===== config.mk =====
export PLATFORM = sky130hd
export DESIGN_NAME = pe_nic
export DESIGN_NICKNAME = d
export VERILOG_FILES = /design/src/rtl/ring_pkg.sv /design/src/rtl/nic_channel_reg.sv /design/src/rtl/pe_nic.sv
export SDC_FILE = /design/constraint.sdc
export NUM_CORES = 1
export LEC_CHECK = 0
export ABC_AREA = 1
export CORE_UTILIZATION = 47
export CTS_BUF_LIST = sky130_fd_sc_hd__clkbuf_4 sky130_fd_sc_hd__clkbuf_8
export CTS_CLUSTER_SIZE = 8
export DETAILED_ROUTE_END_ITERATION = 10
export GPL_ROUTABILITY_DRIVEN = 0
export PLACE_DENSITY = 0.93
export SLEW_MARGIN = 20
export SYNTH_ARGS = -nofsm -noshare
export SYNTH_HDL_FRONTEND = slang
export SYNTH_SLANG_ARGS = --single-unit

===== constraint.sdc =====
create_clock -name clk -period 1.61 [get_ports clk]
set_input_delay 0.322 -clock clk [delete_from_list [all_inputs] [get_ports clk]]
set_output_delay 0.322 -clock clk [all_outputs]
set_load 0.01 [all_outputs]

===== src/rtl/ring_pkg.sv =====
// Shared ring-network definitions: packet geometry, header fields, NIC register map.
package ring_pkg;

  localparam int unsigned PACKET_SIZE = 64;
  localparam int unsigned VC_BIT      = 63;
  localparam int unsigned DIR_BIT     = 62;
  localparam int unsigned HOP_MSB     = 55;
  localparam int unsigned HOP_LSB     = 48;

  typedef logic [PACKET_SIZE-1:0] packet_t;

  // PE-visible NIC register map
  localparam logic [1:0] ADDR_IN_BUF   = 2'd0;
  localparam logic [1:0] ADDR_IN_STAT  = 2'd1;
  localparam logic [1:0] ADDR_OUT_BUF  = 2'd2;
  localparam logic [1:0] ADDR_OUT_STAT = 2'd3;

  // Virtual-channel bit of a packet header
  function automatic logic pkt_vc(input packet_t pkt);
    return pkt[VC_BIT];
  endfunction

  // Status word carrying a single flag in bit 0
  function automatic packet_t status_word(input logic flag);
    packet_t w;
    w    = '0;
    w[0] = flag;
    return w;
  endfunction

endpackage


===== src/rtl/nic_channel_reg.sv =====
// One packet register plus full flag; load fills it, clear empties it.
module nic_channel_reg
  import ring_pkg::*;
(
  input  logic    clk,
  input  logic    reset,
  input  logic    load_i,
  input  logic    clear_i,
  input  packet_t data_i,
  output packet_t data_o,
  output logic    full_o
);

  packet_t data_q, data_d;
  logic    full_q, full_d;

  // Next state: load and clear are never requested together by the NIC glue
  always_comb begin
    data_d = data_q;
    full_d = full_q;
    if (load_i) begin
      data_d = data_i;
      full_d = 1'b1;
    end else if (clear_i) begin
      full_d = 1'b0;
    end
  end

  // Synchronous active-high reset discards any buffered packet
  always_ff @(posedge clk) begin
    if (reset) begin
      data_q <= '0;
      full_q <= 1'b0;
    end else begin
      data_q <= data_d;
      full_q <= full_d;
    end
  end

  assign data_o = data_q;
  assign full_o = full_q;

endmodule


===== src/rtl/pe_nic.sv =====
// PE-side network interface: one inbound and one outbound packet register,
// register-mapped to the PE, with polarity-gated injection into the ring router.
module pe_nic
  import ring_pkg::*;
(
  input  logic                   clk,
  input  logic                   reset,
  input  logic [1:0]             addr,
  input  logic [PACKET_SIZE-1:0] d_in,
  output logic [PACKET_SIZE-1:0] d_out,
  input  logic                   nicEn,
  input  logic                   nicWrEn,
  output logic                   net_so,
  input  logic                   net_ro,
  output logic [PACKET_SIZE-1:0] net_do,
  input  logic                   net_polarity,
  input  logic                   net_si,
  output logic                   net_ri,
  input  logic [PACKET_SIZE-1:0] net_di
);

  packet_t in_buf, out_buf;
  logic    in_full, out_full;
  logic    pe_rd, pe_wr;
  logic    in_load, in_clear, out_load, out_clear;
  packet_t d_out_q, d_out_d;

  assign pe_rd = nicEn & ~nicWrEn;
  assign pe_wr = nicEn & nicWrEn;

  // Inbound: accept only when empty; an addr-0 read drains it
  assign net_ri   = ~in_full;
  assign in_load  = net_si & ~in_full;
  assign in_clear = pe_rd & (addr == ADDR_IN_BUF) & in_full;

  // Outbound: writes to a full register are dropped; the send empties it
  assign out_load  = pe_wr & (addr == ADDR_OUT_BUF) & ~out_full;
  assign net_so    = out_full & net_ro & (pkt_vc(out_buf) == net_polarity);
  assign out_clear = net_so;
  assign net_do    = out_buf;

  nic_channel_reg u_in_chan (
    .clk     (clk),
    .reset   (reset),
    .load_i  (in_load),
    .clear_i (in_clear),
    .data_i  (net_di),
    .data_o  (in_buf),
    .full_o  (in_full)
  );

  nic_channel_reg u_out_chan (
    .clk     (clk),
    .reset   (reset),
    .load_i  (out_load),
    .clear_i (out_clear),
    .data_i  (d_in),
    .data_o  (out_buf),
    .full_o  (out_full)
  );

  // Read mux: d_out only changes on a PE read, otherwise holds
  always_comb begin
    d_out_d = d_out_q;
    if (pe_rd) begin
      case (addr)
        ADDR_IN_BUF:   d_out_d = in_buf;
        ADDR_IN_STAT:  d_out_d = status_word(in_full);
        ADDR_OUT_STAT: d_out_d = status_word(out_full);
        default:       d_out_d = '0;
      endcase
    end
  end

  // Registered read data
  always_ff @(posedge clk) begin
    if (reset) begin
      d_out_q <= '0;
    end else begin
      d_out_q <= d_out_d;
    end
  end

  assign d_out = d_out_q;

endmodule


==> reports/results.tsv <==
metric	value	unit
run_status	complete, no violations	
antenna_found_initial	0	
timing.final.crit_share	97.2	%
crit_required	1.29	ns
die_w	129	µm
wl_per_cell	13.7	µm
crit_type	input port to primary output	
synth_fp_nets	1198	
max_freq	0.639	GHz
die_height	129	µm
rr_endpoint	u_out_chan.data_o[0]	
dr.first_iter.drc_count	339	
first_global_vias	6918	
grt_pass1_wl	32700	µm
fin_nets	1444	
crit_end	net_so	
worstPathMaxFanout	2	
reg2regPathDepth	5	
dr.pass1.iters	5	
drive_gt1_share	5.53	%
synth_area	0.00763	mm²
grt_max_degree	66	
cts_root_buf	clkbuf_8	
cts_tree	done	
leakagePower	0.00509	µW
crit_arrival	1.24	ns
synth_top_family_by_area	simple AND/OR/NAND/NOR gates	
placementRows	46	
yosys_warnings	0	
relSlewSlack	52.6	%
ys_seq_elements	194	
io_pins	267	
cts.htree.levels	4	
whs	0.454	ns
route.detailed.drc	0	
r2r-start	u_out_chan.full_o	
grt_use_total	24.8	%
via_count	7417	
hold_path_class	flip-flop to flip-flop	
grt_overflow_total	0	
synth_fa_ha_area_share	0	%
synth_seq_area_share	50.9	%
cts_hold_buffers	0	
muxShareOfSynthArea	0	%
vdd_drop_max	0.645	mV
endpoint_kind	primary output	
dp_hpwl	14500	µm
r2r_setup_slack	0.37	ns
cts_made_buffers	17	
rsz0062_at_grt	yes	
finalHoldViolCount	0	
setup_ws	0.0445	ns
syn_inst	1061	
finalCriticalPeriod	1.57	ns
start_kind	input port	
vias_per_cell	4.83	
avgSynthCellArea	7.19	µm²
ys_types	18	
start_util	48.0	%
synth-simple-area-share	29.5	%
coreArea	0.0159	mm²
pre_cts_ws	-0.325	ns
worst_pin_slew	0.711	ns
power_density	887	mW/mm²
clock_latency	0.45	ns
clock-sinks	194	
synth-compound-area-share	8.52	%
area_growth	42.4	%
p_total	9640	µW
setup_viol	0	
num_antenna_cells	0	
fin_util	68.4	%
cts.clk_slew.worst_paths	0.11	ns
finalClockSkew	0.0136	ns
maxCapViolations	0	
cts_max_path_buffers	2	
totalWireLength	21000	µm
ant_nets	0	
crit_start	net_polarity	
io_buffers	266	
synth-xor-area-share	0.115	%
die-area	0.0168	mm²
n_fill_cell	1255	
maxSlewViolCount	0	
## cell families (layout without fill, tap and decap cells)
group | Yosys count | count (layout)
AO/OA/AOI/OAI | 130 | 130
AND/OR/NAND/NOR | 531 | 531
flip-flops | 194 | 194
XOR/XNOR | 1 | 1
buffers and inverters | 205 | 464
## through the flow
step,cells,TNS (ns),instance area [µm²]
CTS,1536,-0.0367,10900
finish,1536,0,10900
global placement,1504,-7.91,10600
detailed placement,1504,-14.09,10600
floorplan,1061,0,7630
global route,1536,-0.0565,10900
## registers in the layout, indices dropped and copies added (netlist names)
| name | count |
|---|---|
| d_out | 64 |
| u_in_chan.data_o | 64 |
| u_out_chan.data_o | 64 |
| u_in_chan.full_o | 1 |
| u_out_chan.full_o | 1 |
## cell usage after synthesis (all sizes together)
library cell,count,area (µm²)
dfxtp,194,3880
nor2,200,761
xnor2,1,8.76
nand2,264,993
nand3,3,15.0
buf,42,228
o21ai,66,330
nand3b,64,480
clkbuf,25,93.8
inv,138,518
a21oi,64,320
## per-layer routing
metal  global-route usage, %  wire [µm]  up-vias
met5                       0          0        -
met4                    9.30        385        0
met3                    9.70       2320       37
met2                    43.9      10200      308
met1                    26.8       8150     3378
li1                        -          -     3694
## repair_timing
action,4_1_cts,5_1_grt
pin swaps,0,2
resized for setup,135,2
setup buffers,0,0
setup endpoints to repair,130,2
## worst max-delay path, stage by stage
cell and delay (ns):
clkdlybuf4s50_1 0.50, xnor2_2 0.12, nand3_1 0.10, inv_1 0.08
buf_2 0.13
## cell usage in the layout, fill, tap and decap left out, drive strengths merged, types with 2 or more instances in the layout
| master | n |
|---|---|
| nand2 | 264 |
| nor2 | 200 |
| dfxtp | 194 |
| inv | 143 |
| clkdlybuf4s50 | 135 |
| dlygate4sd2 | 128 |
| o21ai | 66 |
| nand3b | 64 |
| a21oi | 64 |
| buf | 30 |
| clkbuf | 19 |
| clkinv | 5 |
| nand3 | 3 |
| clkinvlp | 2 |
## worst min path at each step
| stage | slack (ns) | endpoint | depth (start not counted) | startpoint |
|---|---|---|---|---|
| after floorplan | 0.44 | d_out[1] | 2 | u_in_chan.data_o[1] |
| after global placement | 0.44 | d_out[9] | 2 | u_in_chan.data_o[9] |
| after detailed placement | 0.45 | d_out[32] | 2 | u_in_chan.data_o[32] |
| after CTS | 0.43 | u_in_chan.data_o[57] | 3 | net_di[57] |
| after global routing | 0.45 | u_in_chan.data_o[24] | 3 | net_di[24] |
| final | 0.45 | d_out[27] | 2 | u_in_chan.data_o[27] |
## where the power goes
| part | internal (µW) | switching, µW |
|---|---|---|
| Clock | 1400 | 1880 |
| Combinational | 641 | 609 |
| Sequential | 5010 | 104 |
| Total | 7050 | 2590 |
## area by class of cell
class | instances | area [µm²] | share of cell area (%)
clock inverter | 13 | 160 | 1.47
clock buffer | 19 | 262 | 2.41
timing repair buffer | 294 | 2840 | 26.1
multi-input combinational | 662 | 2930 | 26.9
inverter | 138 | 519 | 4.78
sequential | 194 | 3890 | 35.8
tap | 216 | 270 | 2.49
(Power assumes the default switching activity.)
